### src/rtl/alu_pkg.sv
// Shared ALU opcodes, FSM state encoding and opcode helpers for the ALU arbiter.
package alu_pkg;

  localparam logic [3:0] ALU_ADD     = 4'd0;
  localparam logic [3:0] ALU_SUB     = 4'd1;
  localparam logic [3:0] ALU_XOR     = 4'd2;
  localparam logic [3:0] ALU_OR      = 4'd3;
  localparam logic [3:0] ALU_AND     = 4'd4;
  localparam logic [3:0] ALU_SLL     = 4'd5;
  localparam logic [3:0] ALU_SRL     = 4'd6;
  localparam logic [3:0] ALU_SRA     = 4'd7;
  localparam logic [3:0] ALU_SLT     = 4'd8;
  localparam logic [3:0] ALU_SLTU    = 4'd9;
  localparam logic [3:0] ALU_OP_LAST = 4'd9;

  typedef enum logic [1:0] {
    ST_IDLE = 2'd0,
    ST_EXEC = 2'd1,
    ST_RESP = 2'd2
  } arb_state_e;

  // Shifts only look at the low five bits of operand B.
  function automatic logic is_shift(input logic [3:0] op);
    return (op == ALU_SLL) || (op == ALU_SRL) || (op == ALU_SRA);
  endfunction

  // Opcodes above ALU_OP_LAST have no ALU meaning and return an error response.
  function automatic logic is_bad_op(input logic [3:0] op);
    return op > ALU_OP_LAST;
  endfunction

endpackage

### src/rtl/alu_arbiter_alu.sv
// Shared combinational 32-bit ALU; opcodes outside 0..9 yield zero.
import alu_pkg::*;

module ALU (
  input  logic [3:0]  op,
  input  logic [31:0] in_1,
  input  logic [31:0] in_2,
  output logic [31:0] out
);

  // Pure combinational operation select, modulo 2^32.
  always_comb begin
    out = '0;
    case (op)
      ALU_ADD:  out = in_1 + in_2;
      ALU_SUB:  out = in_1 - in_2;
      ALU_XOR:  out = in_1 ^ in_2;
      ALU_OR:   out = in_1 | in_2;
      ALU_AND:  out = in_1 & in_2;
      ALU_SLL:  out = in_1 << in_2[4:0];
      ALU_SRL:  out = in_1 >> in_2[4:0];
      ALU_SRA:  out = $signed(in_1) >>> in_2[4:0];
      ALU_SLT:  out = {31'd0, $signed(in_1) < $signed(in_2)};
      ALU_SLTU: out = {31'd0, in_1 < in_2};
      default:  out = '0;
    endcase
  end

endmodule

### src/rtl/alu_arbiter.sv
// Round-robin arbiter sharing one ALU between NUM_REQ requesters.
// One op in flight: IDLE (accept) -> EXEC (compute) -> RESP (hold until taken).
import alu_pkg::*;

module alu_arbiter #(
  parameter int NUM_REQ = 2,
  parameter int ID_W    = 1
) (
  input  logic                    clk,
  input  logic                    rst_n,
  input  logic [NUM_REQ-1:0]      req_valid,
  output logic [NUM_REQ-1:0]      req_ready,
  input  logic [4*NUM_REQ-1:0]    req_op,
  input  logic [32*NUM_REQ-1:0]   req_in_1,
  input  logic [32*NUM_REQ-1:0]   req_in_2,
  output logic                    rsp_valid,
  output logic [ID_W-1:0]         rsp_id,
  output logic [31:0]             rsp_data,
  output logic                    rsp_err,
  input  logic                    rsp_ready,
  output logic                    busy
);

  arb_state_e      state_q, state_d;
  logic [ID_W-1:0] rr_ptr_q, rr_ptr_d;
  logic [3:0]      op_q, op_d;
  logic [31:0]     a_q, a_d;
  logic [31:0]     b_q, b_d;
  logic [ID_W-1:0] id_q, id_d;
  logic            rsp_valid_q, rsp_valid_d;
  logic [ID_W-1:0] rsp_id_q, rsp_id_d;
  logic [31:0]     rsp_data_q, rsp_data_d;
  logic            rsp_err_q, rsp_err_d;

  logic [ID_W-1:0] grant;
  logic [31:0]     alu_b;
  logic [31:0]     alu_out;

  // First valid requester at or after ptr, wrapping; scanning backwards lets
  // the closest-to-ptr hit overwrite farther ones without an early exit.
  function automatic logic [ID_W-1:0] rr_pick(input logic [NUM_REQ-1:0] v,
                                              input logic [ID_W-1:0]    ptr);
    int idx;
    rr_pick = ptr;
    for (int k = NUM_REQ - 1; k >= 0; k--) begin
      idx = (int'(ptr) + k) % NUM_REQ;
      if (v[idx]) rr_pick = ID_W'(idx);
    end
  endfunction

  assign grant = rr_pick(req_valid, rr_ptr_q);

  // Shift amount masking happens here so the ALU itself stays unmodified.
  assign alu_b = is_shift(op_q) ? {27'd0, b_q[4:0]} : b_q;

  ALU u_alu (
    .op   (op_q),
    .in_1 (a_q),
    .in_2 (alu_b),
    .out  (alu_out)
  );

  // Next-state, grant and register-load logic.
  always_comb begin
    state_d     = state_q;
    rr_ptr_d    = rr_ptr_q;
    op_d        = op_q;
    a_d         = a_q;
    b_d         = b_q;
    id_d        = id_q;
    rsp_valid_d = rsp_valid_q;
    rsp_id_d    = rsp_id_q;
    rsp_data_d  = rsp_data_q;
    rsp_err_d   = rsp_err_q;
    req_ready   = '0;
    case (state_q)
      ST_IDLE: begin
        if (|req_valid) begin
          req_ready[grant] = 1'b1;
          op_d     = req_op[4*int'(grant) +: 4];
          a_d      = req_in_1[32*int'(grant) +: 32];
          b_d      = req_in_2[32*int'(grant) +: 32];
          id_d     = grant;
          rr_ptr_d = ID_W'((int'(grant) + 1) % NUM_REQ);
          state_d  = ST_EXEC;
        end
      end
      ST_EXEC: begin
        rsp_err_d   = is_bad_op(op_q);
        rsp_data_d  = is_bad_op(op_q) ? 32'd0 : alu_out;
        rsp_id_d    = id_q;
        rsp_valid_d = 1'b1;
        state_d     = ST_RESP;
      end
      ST_RESP: begin
        // rsp_* are simply held; the bubble comes from going to IDLE, not EXEC.
        if (rsp_ready) begin
          rsp_valid_d = 1'b0;
          state_d     = ST_IDLE;
        end
      end
      default: state_d = ST_IDLE;
    endcase
  end

  // State and datapath registers; reset drops any in-flight op.
  always_ff @(posedge clk or negedge rst_n) begin
    if (!rst_n) begin
      state_q     <= ST_IDLE;
      rr_ptr_q    <= '0;
      op_q        <= '0;
      a_q         <= '0;
      b_q         <= '0;
      id_q        <= '0;
      rsp_valid_q <= 1'b0;
      rsp_id_q    <= '0;
      rsp_data_q  <= '0;
      rsp_err_q   <= 1'b0;
    end else begin
      state_q     <= state_d;
      rr_ptr_q    <= rr_ptr_d;
      op_q        <= op_d;
      a_q         <= a_d;
      b_q         <= b_d;
      id_q        <= id_d;
      rsp_valid_q <= rsp_valid_d;
      rsp_id_q    <= rsp_id_d;
      rsp_data_q  <= rsp_data_d;
      rsp_err_q   <= rsp_err_d;
    end
  end

  assign rsp_valid = rsp_valid_q;
  assign rsp_id    = rsp_id_q;
  assign rsp_data  = rsp_data_q;
  assign rsp_err   = rsp_err_q;
  assign busy      = (state_q != ST_IDLE);

endmodule
### config.mk
export PLATFORM = sky130hd
export DESIGN_NAME = alu_arbiter
export DESIGN_NICKNAME = d
export VERILOG_FILES = /design/src/rtl/alu_pkg.sv /design/src/rtl/alu_arbiter_alu.sv /design/src/rtl/alu_arbiter.sv
export SDC_FILE = /design/constraint.sdc
export NUM_CORES = 1
export LEC_CHECK = 0
export CELL_PAD_IN_SITES_DETAIL_PLACEMENT = 0
export CELL_PAD_IN_SITES_GLOBAL_PLACEMENT = 1
export CORE_UTILIZATION = 42
export DETAILED_ROUTE_END_ITERATION = 8
export PLACE_DENSITY = 0.83
export SLEW_MARGIN = 20
export SYNTH_ARGS = -nofsm -noshare
export SYNTH_HDL_FRONTEND = slang
export SYNTH_SLANG_ARGS = --single-unit
export TNS_END_PERCENT = 100
### constraint.sdc
create_clock -name clk -period 12.3 [get_ports clk]
set_input_delay 1.23 -clock clk [delete_from_list [all_inputs] [get_ports clk]]
set_output_delay 1.23 -clock clk [all_outputs]
set_load 0.01 [all_outputs]
==> results of run 1 <==
final timing paths:
path	startpoint	to	slack, ns	cells past startpoint
worst min register to register	b_q[20]	b_q[20]	0.47	2
min in group asynchronous	rst_n	a_q[0]	0.85	1
worst min-delay path	b_q[20]	b_q[20]	0.47	2
max in group asynchronous	rst_n	b_q[20]	10.09	2
worst max register to register	op_q[2]	rsp_data[26]	7.62	14
worst max-delay path	req_valid[1]	req_ready[1]	7.48	6
kinds of logic after synthesis:
family,Yosys count
AOI/OAI and AO/OA,651
xor gates and xnor gates,8
adders and majority gates,110
buffers and inverters,256
DFF,107
muxes,132
and+or+nand+nor,564
per-layer routing:
layer	part of all wire (%)	vias up	track usage, %
met5	0.034	-	0
met4	4.7	4	19.5
met3	12	201	10.2
met2	41	1133	57.7
met1	42	7604	56.6
li1	-	6955	-
cells in the final DEF, fill, tap and decap left out, types with 9 or more instances in the layout:
master | synthesis | final
clkdlybuf4s50_1 | 0 | 177
a221oi_1 | 18 | 18
nor3_1 | 35 | 34
inv_1 | 103 | 103
o211ai_1 | 26 | 26
ha_1 | 107 | 107
mux4_2 | 36 | 36
o22ai_1 | 13 | 13
nand2_1 | 248 | 248
nand2b_1 | 18 | 17
clkbuf_16 | 0 | 9
o221ai_1 | 10 | 10
o21bai_1 | 17 | 17
buf_4 | 5 | 37
nor2b_1 | 12 | 12
a21o_1 | 27 | 27
mux2_2 | 24 | 24
a21oi_1 | 134 | 134
nor2_1 | 153 | 153
o21ai_0 | 144 | 144
a32oi_1 | 66 | 66
a221o_1 | 9 | 9
a211oi_1 | 34 | 33
dfrtp_1 | 107 | 103
a31oi_1 | 27 | 27
nand3_1 | 37 | 36
mux2i_1 | 71 | 71
a22oi_1 | 12 | 12
o2111ai_1 | 16 | 16
critical path, stage by stage:
cell	delay, ns
clkdlybuf4s50_1	0.53
o21ai_4	0.18
buf_4	0.46
inv_2	0.39
and2_1	0.29
clkdlybuf4s50_1	0.48
through the flow:
stage / cells / util [%]
floorplan: 1828 / -
global placement: 2333 / 49.0
detailed placement: 2333 / 49.0
CTS: 2349 / 49.9
global route: 2349 / 49.9
finish: 2349 / 49.9
sequential cells by signal (all words and copies together) (netlist names):
| name | flops |
|---|---|
| rr_ptr_q | 1 |
| a_q | 32 |
| rsp_data | 32 |
| id_q | 1 |
| rsp_valid | 1 |
| state_q | 2 |
| rsp_id | 1 |
| b_q | 32 |
| op_q | 4 |
| rsp_err | 1 |
layout make-up:
type	count	share of cell area, %
multi-input combinational	1465	63.2
sequential	107	16.5
timing repair buffer	214	12.6
tap	442	3.41
inverter	105	2.43
clock buffer	9	1.39
clock inverter	7	0.470
==> run metrics, run 1 <==
status finished, final reports clean; crit path launch type input port; Rel. slew slack 30.3%; CTS tree built; MaxCap Viol Count 0; Die Area 33,900 um^2; clk buf depth 2; die height 184 um; post-synthesis simple-gate area fraction 17.9%; Final period util 39.2%; hold_buf cts 0; main combinational cell family by area after synthesis compound AO/OA/AOI/OAI gates; grt total ovfl 0; Primary FF master, synth dfrtp_1; Critical Path Fanout Max 44; Post-synth ARST share 100%; synthesized-area fraction occupied by adder cells 9.97%; Post-synth EDFFs 0; CP endpoint kind output pin; io pins 179; main area contributors after synthesis dfrtp_1, ha_1, nand2_1, mux4_2, o21ai_0; Final Setup Violations 0; compound-cell area share of the yosys netlist 32.0%; Hold Slack 0.471 ns; CORE AREA 32,500 um^2; drt wl/cell 29.1 um; antenna violations before repair 4; IO Port Bufs 178; CTS buffer count 9; Max Fclk 0.208 GHz; post-synthesis register bit count 107; post-route clock skew 0.0190 ns; Total Routing Usage GR 40.5%; vias in the first global route 14,800; Register Area 2690 um^2; unrepaired setup endpoints after global routing false; die width 184 um; Worst Path Arrival 3.59 ns; sequential area share after synthesis 19.2%; dpl ws 7.49 ns; final WL 68,300 um; worst min path class flop to flop; Crit path required time 11.07 ns; Nets 2,152; H-tree level count 3; # DRC 0; # resized after CTS 0; multiplexer share of the synthesized area 12.9%; largest net degree at the start of global routing 82; synth cell count leaders nand2_1, nor2_1, o21ai_0; Syn Std Cell Area 13,900 um^2; first-pass GRT wire length 100,000 um; Area growth syn-to-layout 16.6%; Hold Violations, Final 0; critical setup path kind input port to output pin; drt pass-1 iters 6; Worst-Skew Late Latency 0.40 ns; Slew Limit Fails 0; Distinct cells, synth 83; Via density 6.77; Post-Route Setup TNS 0 ns; synth warn 0; gpl congestion 1.02; total setup buffers inserted after CTS 0; Final ANT Viol Nets 0; ant diodes 0; DP Wirelength 51,200 um; Post-Syn Nets 2,078; Multi-input gate area 10,300 um^2; CTS sink count 107; top-area cell type share of the netlist area 19.2%; min Tclk post-route 4.82 ns; Final Cell Area 16,200 um^2; Root Buffer clkbuf_16; Initial Util 42.8%; floorplan row count 66; Placed Area 15,900 um^2; final worst slack 7.48 ns; # fillers 3,271; top-count cell post-synth nand2_1; synthesized instance count 1,828; vias after detailed routing 15,900; largest area contributor in the netlist dfrtp_1; post-synthesis xor/xnor area fraction 0.503%; Reg clk slew, reported paths 0.07 ns; share of cells above drive strength 1 7.71%; Iter 0 DRT Violations 2,471; Synth Area per Inst 7.62 um^2; Worst Tran Pin Value 1.02 ns
Power of run 1 is not shown: default switching activity piles up to over one toggle a cycle in this logic, so the estimate is an artifact.
==> run 2: changes to the inputs <==
Clock period 12.3 ns to 4.9 ns, I/O delays scaled along.
==> run 2 against run 1 <==
  * Final area grew 1.2%
  * Sequential share of layout area shrank 0.19 points
  * Critical endpoint is now rsp_data[30]
  * Largest cell class unchanged
  * Global-route usage shrank 0.16 points
  * Final cell count grew 0.94%
  * Worst hold slack gained 0.0037 ns
  * Critical path depth grew 8
==> run metrics, run 2 (same netlist as run 1, synthesis figures left out) <==
status finished, final reports clean; wire length on met3 8240 um; crit path launch type flop; Total Routing Usage GR 40.4%; WL met1 28,900 um; total setup buffers inserted after CTS 0; Worst-Skew Late Latency 0.40 ns; # fillers 3,248; largest net degree at the start of global routing 72; CP peak stage delay 0.63 ns; drt wl/cell 28.7 um; Highest Signal Layer met4; die width 184 um; Via density 6.69; wire length on met2 28,200 um; CTS tree built; DP Wirelength 51,900 um; vias in the first global route 14,700; IO Port Bufs 178; antenna violations before repair 0; Max Fclk 0.226 GHz; Iter 0 DRT Violations 2,180; CTS buffer count 9; min Tclk post-route 4.43 ns; drt pass-1 iters 7; CORE AREA 32,500 um^2; post-route clock skew 0.0158 ns; Hold Violations, Final 0; R2R Path Start op_q[1]; most frequent cells in the layout nand2_1, clkdlybuf4s50_1, nor2_1; Worst Path Buf+Inv 3; Final Setup Violations 0; Final period util 90.4%; FF-to-FF End rsp_data[30]; worst min path class flop to flop; critical path's top delay family compound AO/OA/AOI/OAI gates; Nets 2,174; Die Area 33,900 um^2; hold endpoint b_q[17]; Initial Util 42.8%; gpl congestion 1.07; ant diodes 0; Reg2Reg Setup Slack 0.47 ns; unrepaired setup endpoints after global routing false; Post-Route Setup TNS 0 ns; hold_sp b_q[17]; Area growth syn-to-layout 18.0%; Rel. slew slack 34.7%; Reg clk slew, reported paths 0.09 ns; Worst Path Arrival 4.71 ns; most common cell after layout, fill and taps aside nand2_1; worst path cell trace o21ai_2, buf_4, nand2_1, ha_1, inv_1, nor3_1, nand2_1, a211oi_1, buf_4, o21ai_1, a311oi_1, nor2_1, mux2_1, a2bb2oi_1; CP endpoint kind flop; Slew Limit Fails 0; H-tree level count 3; # DRC 0; Critical Path Slowest Stage Cell o21ai_2; CTS sink count 107; floorplan row count 66; Critical Path Fanout Max 15; Root Buffer clkbuf_16; MaxCap Viol Count 0; critical setup path kind flop to flop; Worst Tran Pin Value 0.979 ns; Hold Path Depth 2; final WL 68,100 um; die height 184 um; io pins 179; share of cells above drive strength 1 8.71%; Crit path required time 5.18 ns; worst r2r path cells 14; clk buf depth 2; first-pass GRT wire length 99,400 um; Final ANT Viol Nets 0; grt total ovfl 0; vias after detailed routing 15,900
[run 2: cell count changes in the layout (fill, tap and decap cells not counted)]
cell,delta
buf_4,+20
clkinvlp_4,-2
inv_8,+1
buf_12,+1
clkinv_4,+2
clkinv_2,-1
dlygate4sd3_1,+1
[run 2: worst min-delay path, delay by kind of cell (launching register included)]
family | cells | cell delay, ns
DFF | 1 | 0.35
and+or+nand+nor | 2 | 0.10
[run 2: final cells by class]
class                      count  area [um^2]  area share, %
inverter                     105          394           2.40
clock inverter                 7         85.1          0.518
clock buffer                   9          225           1.37
sequential                   107         2690           16.3
multi-input combinational   1465        10300           62.4
timing repair buffer         236         2230           13.6
tap                          442          553           3.37
[run 2: how the worst max path moves through the flow]
| stage | from | end | slack [ns] | cells past startpoint |
|---|---|---|---|---|
| floorplan | op_q[0] | rsp_data[26] | 0.60 | 18 |
| global placement | op_q[1] | rsp_data[30] | 0.60 | 14 |
| detailed placement | op_q[1] | rsp_data[30] | 0.54 | 14 |
| CTS | op_q[1] | rsp_data[30] | 0.52 | 14 |
| global route | op_q[1] | rsp_data[26] | 0.23 | 12 |
| finish | op_q[1] | rsp_data[30] | 0.47 | 14 |
[run 2: routing by layer]
metal	global-route usage [%]	vias up
met1	56.5	7623
li1	-	6992
met2	58.5	1072
met4	16.2	0
met3	10.4	181
met5	0	-
[run 2: through the flow]
step	instance area (um^2)	worst slack, ns	hold slack, ns	utilization, %	instances
final	16400	0.472	0.474	50.5	2371
after global routing	16400	0.229	0.500	50.5	2371
after CTS	16400	0.515	0.478	50.5	2371
after detailed placement	16100	0.542	0.377	49.5	2354
after global placement	16100	0.597	0.377	49.5	2354
after floorplan	13900	0.605	0.194	-	1828
[run 2: repair_timing]
| item | CTS | global route |
|---|---|---|
| gates resized for setup | 0 | 0 |
| endpoints found under the hold margin | 16 | 0 |
| hold buffers | 1 | 0 |
Power of run 2 is left out for the same reason.
